`src/rtl/quad_encoder_gen_pkg.sv`:
```
// Shared definitions for the quadrature transmitter: FSM encodings, AB phase
// patterns per direction and the timer width helper.
package quad_encoder_gen_pkg;

    localparam logic [2:0] ST_IDLE  = 3'd0;
    localparam logic [2:0] ST_PH1   = 3'd1;
    localparam logic [2:0] ST_PH2   = 3'd2;
    localparam logic [2:0] ST_PH3   = 3'd3;
    localparam logic [2:0] ST_PH0   = 3'd4;
    localparam logic [2:0] ST_DWELL = 3'd5;

    // AB pairs, A in bit 1. CW lets A lead, CCW lets B lead; both end at detent 00.
    localparam logic [1:0] AB_CW_PH1  = 2'b10;
    localparam logic [1:0] AB_CW_PH2  = 2'b11;
    localparam logic [1:0] AB_CW_PH3  = 2'b01;
    localparam logic [1:0] AB_CCW_PH1 = 2'b01;
    localparam logic [1:0] AB_CCW_PH2 = 2'b11;
    localparam logic [1:0] AB_CCW_PH3 = 2'b10;
    localparam logic [1:0] AB_DETENT  = 2'b00;

    function automatic logic [1:0] phase_ab(input logic [2:0] st, input logic dir_cw);
        logic [1:0] ab;
        ab = AB_DETENT;
        case (st)
            ST_PH1:  ab = dir_cw ? AB_CW_PH1 : AB_CCW_PH1;
            ST_PH2:  ab = dir_cw ? AB_CW_PH2 : AB_CCW_PH2;
            ST_PH3:  ab = dir_cw ? AB_CW_PH3 : AB_CCW_PH3;
            default: ab = AB_DETENT;
        endcase
        return ab;
    endfunction

    function automatic int timer_width(input int phase_cyc, input int dwell_cyc);
        int m;
        m = (phase_cyc > dwell_cyc) ? phase_cyc : dwell_cyc;
        if (m < 2) return 1;
        return $clog2(m);
    endfunction

endpackage

```
`src/rtl/quad_encoder_gen_timer.sv`:
```
// Loadable down-counter used to hold each quadrature phase and the dwell gap.
// expired is high while the count sits at zero.
module phase_timer #(
    parameter int W = 2
) (
    input  logic         clk,
    input  logic         reset,
    input  logic         load,
    input  logic [W-1:0] value,
    output logic         expired
);

    logic [W-1:0] cnt_q;
    logic [W-1:0] cnt_d;

    always_comb begin
        cnt_d = cnt_q;
        if (load) begin
            cnt_d = value;
        end else if (cnt_q != '0) begin
            cnt_d = cnt_q - 1'b1;
        end
    end

    always_ff @(posedge clk) begin
        if (reset) begin
            cnt_q <= '0;
        end else begin
            cnt_q <= cnt_d;
        end
    end

    assign expired = (cnt_q == '0);

endmodule

```
`src/rtl/quad_encoder_gen.sv`:
```
// Quadrature transmitter: emits ROT_A/ROT_B waveforms equivalent to a rotary
// encoder advancing a requested number of detents in the requested direction.
module quad_encoder_gen
    import quad_encoder_gen_pkg::*;
#(
    parameter int PHASE_CYC = 4,
    parameter int DWELL_CYC = 8,
    parameter int STEP_W    = 8
) (
    input  logic              clk,
    input  logic              reset,
    input  logic              start,
    input  logic              dir,
    input  logic [STEP_W-1:0] steps,
    output logic              ROT_A,
    output logic              ROT_B,
    output logic              busy,
    output logic              done,
    output logic [STEP_W-1:0] steps_left
);

    localparam int TMR_W = timer_width(PHASE_CYC, DWELL_CYC);
    localparam logic [TMR_W-1:0] PH_LOAD = TMR_W'(PHASE_CYC - 1);
    localparam logic [TMR_W-1:0] DW_LOAD = TMR_W'((DWELL_CYC > 0) ? DWELL_CYC - 1 : 0);

    logic [2:0]        state_q, state_d;
    logic              dir_q, dir_d;
    logic [STEP_W-1:0] steps_left_q, steps_left_d;
    logic              rot_a_q, rot_a_d;
    logic              rot_b_q, rot_b_d;
    logic              busy_q, busy_d;
    logic              done_q, done_d;

    logic              timer_load;
    logic [TMR_W-1:0]  timer_value;
    logic              timer_expired;

    phase_timer #(.W(TMR_W)) u_timer (
        .clk     (clk),
        .reset   (reset),
        .load    (timer_load),
        .value   (timer_value),
        .expired (timer_expired)
    );

    // Handshake: start is looked at only in IDLE (busy=0). An accepted start
    // raises busy on the next edge; busy drops on the same edge done pulses,
    // so a start presented during the done cycle is accepted immediately.
    always_comb begin
        state_d      = state_q;
        dir_d        = dir_q;
        steps_left_d = steps_left_q;
        rot_a_d      = rot_a_q;
        rot_b_d      = rot_b_q;
        busy_d       = busy_q;
        done_d       = 1'b0;
        timer_load   = 1'b0;
        timer_value  = PH_LOAD;

        case (state_q)
            ST_IDLE: begin
                if (start) begin
                    if (steps != '0) begin
                        state_d              = ST_PH1;
                        dir_d                = dir;
                        steps_left_d         = steps;
                        busy_d               = 1'b1;
                        {rot_a_d, rot_b_d}   = phase_ab(ST_PH1, dir);
                        timer_load           = 1'b1;
                    end else begin
                        done_d = 1'b1;
                    end
                end
            end
            ST_PH1, ST_PH2, ST_PH3: begin
                if (timer_expired) begin
                    state_d            = (state_q == ST_PH1) ? ST_PH2 :
                                         (state_q == ST_PH2) ? ST_PH3 : ST_PH0;
                    {rot_a_d, rot_b_d} = phase_ab(state_d, dir_q);
                    timer_load         = 1'b1;
                end
            end
            ST_PH0: begin
                if (timer_expired) begin
                    steps_left_d = steps_left_q - 1'b1;
                    if (steps_left_q == {{(STEP_W-1){1'b0}}, 1'b1}) begin
                        state_d = ST_IDLE;
                        busy_d  = 1'b0;
                        done_d  = 1'b1;
                    end else if (DWELL_CYC > 0) begin
                        state_d     = ST_DWELL;
                        timer_load  = 1'b1;
                        timer_value = DW_LOAD;
                    end else begin
                        state_d            = ST_PH1;
                        {rot_a_d, rot_b_d} = phase_ab(ST_PH1, dir_q);
                        timer_load         = 1'b1;
                    end
                end
            end
            ST_DWELL: begin
                if (timer_expired) begin
                    state_d            = ST_PH1;
                    {rot_a_d, rot_b_d} = phase_ab(ST_PH1, dir_q);
                    timer_load         = 1'b1;
                end
            end
            default: begin
                state_d            = ST_IDLE;
                busy_d             = 1'b0;
                {rot_a_d, rot_b_d} = AB_DETENT;
            end
        endcase
    end

    always_ff @(posedge clk) begin
        if (reset) begin
            state_q      <= ST_IDLE;
            dir_q        <= 1'b0;
            steps_left_q <= '0;
            rot_a_q      <= 1'b0;
            rot_b_q      <= 1'b0;
            busy_q       <= 1'b0;
            done_q       <= 1'b0;
        end else begin
            state_q      <= state_d;
            dir_q        <= dir_d;
            steps_left_q <= steps_left_d;
            rot_a_q      <= rot_a_d;
            rot_b_q      <= rot_b_d;
            busy_q       <= busy_d;
            done_q       <= done_d;
        end
    end

    assign ROT_A      = rot_a_q;
    assign ROT_B      = rot_b_q;
    assign busy       = busy_q;
    assign done       = done_q;
    assign steps_left = steps_left_q;

endmodule

```
`config.mk`:
```
export PLATFORM = sky130hd
export DESIGN_NAME = quad_encoder_gen
export DESIGN_NICKNAME = d
export VERILOG_FILES = /design/src/rtl/quad_encoder_gen_pkg.sv /design/src/rtl/quad_encoder_gen_timer.sv /design/src/rtl/quad_encoder_gen.sv
export SDC_FILE = /design/constraint.sdc
export NUM_CORES = 1
export LEC_CHECK = 0
export ABC_AREA = 1
export CORE_UTILIZATION = 40
export DETAILED_ROUTE_END_ITERATION = 8
export SLEW_MARGIN = 20
export SYNTH_ARGS = -nofsm -noshare
export SYNTH_HDL_FRONTEND = slang
export SYNTH_HIERARCHICAL = 1
export SYNTH_SLANG_ARGS = --single-unit
export TNS_END_PERCENT = 10
```
`constraint.sdc`:
```
create_clock -name clk -period 1.9 [get_ports clk]
set_clock_uncertainty 0.05 [all_clocks]
set_input_delay 0.57 -clock clk [delete_from_list [all_inputs] [get_ports clk]]
set_output_delay 0.57 -clock clk [all_outputs]
set_load 0.01 [all_outputs]
```
== After elaboration in Yosys (flattened, before gate mapping) ==
Cells that the tools add are included.
Storage, ports and cells
  output and inout port bits: 12
  bits of input ports: 12
  logic and storage cells: 88
  RAM bits: 0
  memories kept: 0
  bits in read-only memories: 0
  latch bits: 0
  flip-flop bits (word level): 19
Cells by class
  equal/unequal tests: 15
  mux-type cells: 48
  shift operators: 0
  order comparisons: 0
  divide/modulo/power cells: 0
  $mul: 0
  reductions and logical operators: 13
  add/sub/neg operators: 2
  bitwise gates (word level): 2
Operators with widths (number)
  two-way mux 3 bit: 13
  two-way mux 8 bit: 3
  two-way mux 1 bit: 21
  case mux 8 bit (2 select lines): 1
  AND reduction 5 bit: 3
  equality test 3 x 2 -> 1 bit (second input constant): 4
  inequality test 2 bit (second input constant): 6
  case mux 3 bit (4 select lines): 1
  equality test 8 x 1 -> 1 bit (second input constant): 1
  case mux 1 bit (4 select lines): 2
  nonzero test 8 bit: 1
  subtractor 8 x 1 -> 8 bit (second input constant): 1
  equality test 3 x 1 -> 1 bit (second input constant): 2
  equality test 3 bit (second input constant): 2
  zero test 3 bit: 2
  two-way mux 2 bit: 3
  case mux 1 bit (3 select lines): 2
  case mux 2 bit (3 select lines): 1
  AND reduction 4 bit: 1
  nonzero test 2 bit: 2
  OR reduction 4 bit: 1
  AND reduction 3 bit: 1
  nonzero test 3 bit: 1
  OR reduction 3 bit: 1
  other kinds (3): 4

== Depth between registers and ports, before layout ==
  depth in word-level cells: 7
  depth in mapped cells: 13
  depth with buffers taken out: 13

== Modules after synthesis ==
The synthesis kept the hierarchy.
Modules (own cells, without submodules)
  quad_encoder_gen: times used 1, sequential area each 320.3 um2, area an instance 1208.7 um2, cells an instance 189
  phase_timer: times used 1, sequential area each 60.1 um2, area an instance 198.9 um2, cells an instance 28

== Least setup slack after synthesis ==
No wires, ideal clock.
  kind: register to register
  start: register u_timer.cnt_q[0]
  end: register u_timer.cnt_q[1]
  library setup time: 114 ps
  buffers on the path: 0
  path slack: 227 ps
  cell stages (with the launch flop): 14
  required time: 1736 ps
  arrival time: 1509 ps
  period minus slack after synthesis: 1673 ps
  cell sequence: dfxtp_1 > inv_1 > ha_1 > inv_1 > nor2_1 > nand2_2 > nor2_2 > a31oi_1 > o21ai_1 > inv_2 > nand3_2 > inv_1 > nor2_1 > nor2_1
Between the ends
  longest elaborated chain between the ends: 4
  elaborated cells between the ends (all ways): 11
  those cells by class: add/sub: 1; mux: 7; reduce/logical: 3
Ends and longest elaborated chain
  start: declaration: RTL line quad_encoder_gen_timer.sv:13  | logic [W-1:0] cnt_q;
  start signal: assignment: RTL line quad_encoder_gen_timer.sv:29  | cnt_q <= cnt_d;
  zero test 3 bit *: RTL line quad_encoder_gen_timer.sv:33  | assign expired = (cnt_q == '0);
  net timer_expired: RTL line quad_encoder_gen.sv:36  | logic timer_expired;
  two-way mux 1 bit, on equally long branches: RTL line quad_encoder_gen.sv:76, quad_encoder_gen.sv:102, quad_encoder_gen.sv:84
  case mux 1 bit (3 select lines) *: RTL line quad_encoder_gen.sv:60  | case (state_q)
  net timer_load: RTL line quad_encoder_gen.sv:34  | logic timer_load;
  two-way mux 3 bit or nonzero test 2 bit (tied branches)
The timed path passes the listed nets; every way through them passes the cells marked *. The select of a mux whose other input is x is not followed.
A chain may end at the register's enable or synchronous reset.

== Final worst setup path ==
  start: register steps_left_q[1] (netlist: steps_left[1])
  end: output steps_left[1]
RTL lines
  start: declaration: RTL line quad_encoder_gen.sv:28  | logic [STEP_W-1:0] steps_left_q, steps_left_d;
  start signal: assignment: RTL line quad_encoder_gen.sv:128  | steps_left_q <= steps_left_d;
  end: declaration: RTL line quad_encoder_gen.sv:19  | output logic [STEP_W-1:0] steps_left
No word-level cell between the ends.

==> impl_metrics.yaml <==
placed_design:
  place_inst: 296
  port_buffers: 23
  place.gp.congestion: 0.805
  dpl.hpwl_um: 2480
pwr:
  peakVddDrop_mv: 0.807
  p_clk_frac: 0.077
  finalPower_mw: 2.95
  p_seq_frac: 0.251
  swShare: 0.502
  comb_power_share: 0.672
  p_per_area_mw_per_mm2: 1600
  p_leak_nw: 0.941
  p_int_mw: 1.47
  switching_power_mw: 1.48
setup_path:
  cp_slowest_stage_delay_ns: 0.54
  cp.required_ns: 1.28
  critPathBufInv: 1
  path_class: "reg2out"
  cp.arrival_ns: 1.23
  path_max_fanout: 3
  cp_slowest_cell: "clkdlybuf4s50_1"
  crit_path_end_kind: "output port"
  cp-start-kind: "flip-flop"
  crit_chain: "clkdlybuf4s50_1"
  worst_path_dominant_cell_family: "buffers and inverters"
synthesis:
  synthDistinctLibCells: 32
  netlist.area_leader.share: 0.270
  ys_seq_area_frac: 0.270
  netlist_instances: 217
  synth_edf_count: 0
  syn-cell-area_mm2: 0.00141
  async_flop_share: 0
  synth_area_leaders: "dfxtp_1 27%, nand2_1 14%, nor2_1 9.9%"
  synthFlopType: "dfxtp_1"
  synth_area_per_cell_um2: 6.49
  yosysTopAreaCell: "dfxtp_1"
  yosysWarnings: 6
  synth_seq_cells: 19
global_route:
  grt_first_pass_wirelength_um: 5360
  grt_start_max_net_pins: 14
  grt_usage: 0.191
  grt.overflow.total: 0
  antenna_found_initial: 0
  grt_pass1_vias: 1220
clock_network:
  hold_buffers: 0
  ctsRootBufferMaster: "clkbuf_4"
  cts_max_level: 1
  path_clk_slew_ns: 0.12
  clockBufferDepth: 2
  cts_tree: "yes"
  post_cts_buffers: 0
  insertion_delay_ns: 0.32
  cts_buffers: 3
  clock-sinks: 19
  cts_resized: 6
floorplanning:
  num_io_pins: 24
  die_area_mm2: 0.00376
  initial_core_util: 0.419
  num_rows: 21
  coreArea_mm2: 0.00336
  die_w_um: 61.3
  die-height_um: 61.3
routing:
  dr_total_vias: 1388
  drtPass1Iterations: 4
  wl_um: 3230
  wire_per_inst_um: 10.8
  drt_iter0_markers: 63
  drc: 0
  antenna_left: 0
  via_per_inst: 4.63
finish:
  register_area_um2: 397
  multi_input_area_um2: 897
  final_cell_count_no_fill: 300
  fin_nets: 271
  final_layout_size_suffix_gt1_frac: 0.244
  n_fill_cell: 374
  syn_to_final_growth_pct: 30.6
  num_antenna_cells: 0
flow_run:
  drv_cap: 0
status:
  status: "complete, no violations"
timing:
  fin_crit_ns: 1.85
  fin_crit_sh: 0.973
  finalHoldViolations: 0
  setup_tns_ns: 0
  rsz0062_at_grt: "no"
  finalSetupViolCount: 0
  max_freq_mhz: 541
  maxSlewViolCount: 0
worst_hold_path:
  min_path_type: "reg2reg"
[cells in the final DEF (no fill, tap or decap), types with 2 or more instances in the layout]
master           synthesis  final
inv_2                    4      4
dfxtp_2                  0      4
clkinv_2                 1      2
a21oi_2                  6      6
clkbuf_4                 0      3
dlymetal6s2s_1           0      7
dfxtp_1                 19     12
nand4_1                  3      3
conb_1                   1      2
nand3_1                 10     10
dfxtp_4                  0      3
nand2_2                  8      8
nand2_1                 52     52
a21oi_1                  6      6
inv_1                   23     23
nor2_1                  37     35
nor2_2                   2      4
o21ai_1                  8      7
o21ai_0                  9      9
clkdlybuf4s50_1          0     16
ha_1                     4      3
buf_4                    0     12
o21ai_2                  1      2
nand3_2                  4      4
nand2_4                  5      4
[power by group through the flow]
stage | Clock (mW) | Sequential (mW) | Combinational [mW]
2_1_floorplan | 0 | 0.720 | 1.37
4_1_cts | 0.233 | 0.728 | 1.95
5_1_grt | 0.248 | 0.768 | 2.23
3_5_place_dp | 0 | 0.726 | 1.94
6_report | 0.226 | 0.740 | 1.98
3_3_place_gp | 0 | 0.728 | 1.93
[cells by family after synthesis]
logic type      Yosys count  synth area share
compound gates           34             0.145
xor+xnor                  1           0.00622
fa+ha+maj                 4            0.0356
buf+inv                  33             0.109
flops                    19             0.270
other cells               1           0.00266
simple gates            125             0.431
[cells in the mapped netlist (all sizes together) (2+ instances only)]
cell	instances
nor2	40
nand3	14
a21oi	12
nand2	65
o21ai	18
nand4	3
dfxtp	19
buf	2
ha	4
inv	29
[metrics by stage]
step / util / hold WS, ns / cell area (um2) / setup slack (ns)
2_1_floorplan: - / 0.416 / 1410 / 0.227
3_3_place_gp: 0.522 / 0.409 / 1760 / -0.203
3_5_place_dp: 0.522 / 0.410 / 1760 / -0.251
4_1_cts: 0.533 / 0.428 / 1790 / 0.00247
5_1_grt: 0.547 / 0.446 / 1840 / 0.00866
6_report: 0.547 / 0.424 / 1840 / 0.0522
[area by class of cell]
| cell class | count | area share |
|---|---|---|
| inverters | 30 | 0.0660 |
| repair buffers | 35 | 0.184 |
| multi-input cells | 166 | 0.488 |
| well taps | 46 | 0.0313 |
| clock buffers | 3 | 0.0123 |
| clock inverters | 1 | 0.00272 |
| flip-flops and latches | 19 | 0.216 |
[sequential cells by signal, summed over array words and instances, names as in the netlist]
signal / cells
steps_left: 8
state_q: 3
dir_q: 1
ROT_B: 1
done: 1
u_timer/cnt_q: 3
ROT_A: 1
busy: 1
[final timing paths]
kind	slack (ns)	endpoint	depth (start not counted)	startpoint
setup / recovery	0.05	steps_left[1]	1	steps_left[1]
hold / removal	0.42	ROT_A	2	ROT_A
setup reg to reg	0.18	u_timer/cnt_q[1]	11	steps_left[1]
hold reg to reg	0.42	ROT_A	2	ROT_A
[routing by layer]
layer  vias to the layer above  global-route usage  share of wire
li1                        756                   -              -
met1                       602               0.284           0.51
met2                        25               0.283           0.43
met3                         5              0.0252          0.037
met4                         0              0.0649          0.015
met5                         -                   0              0
Power figures use the tool's default switching activity.
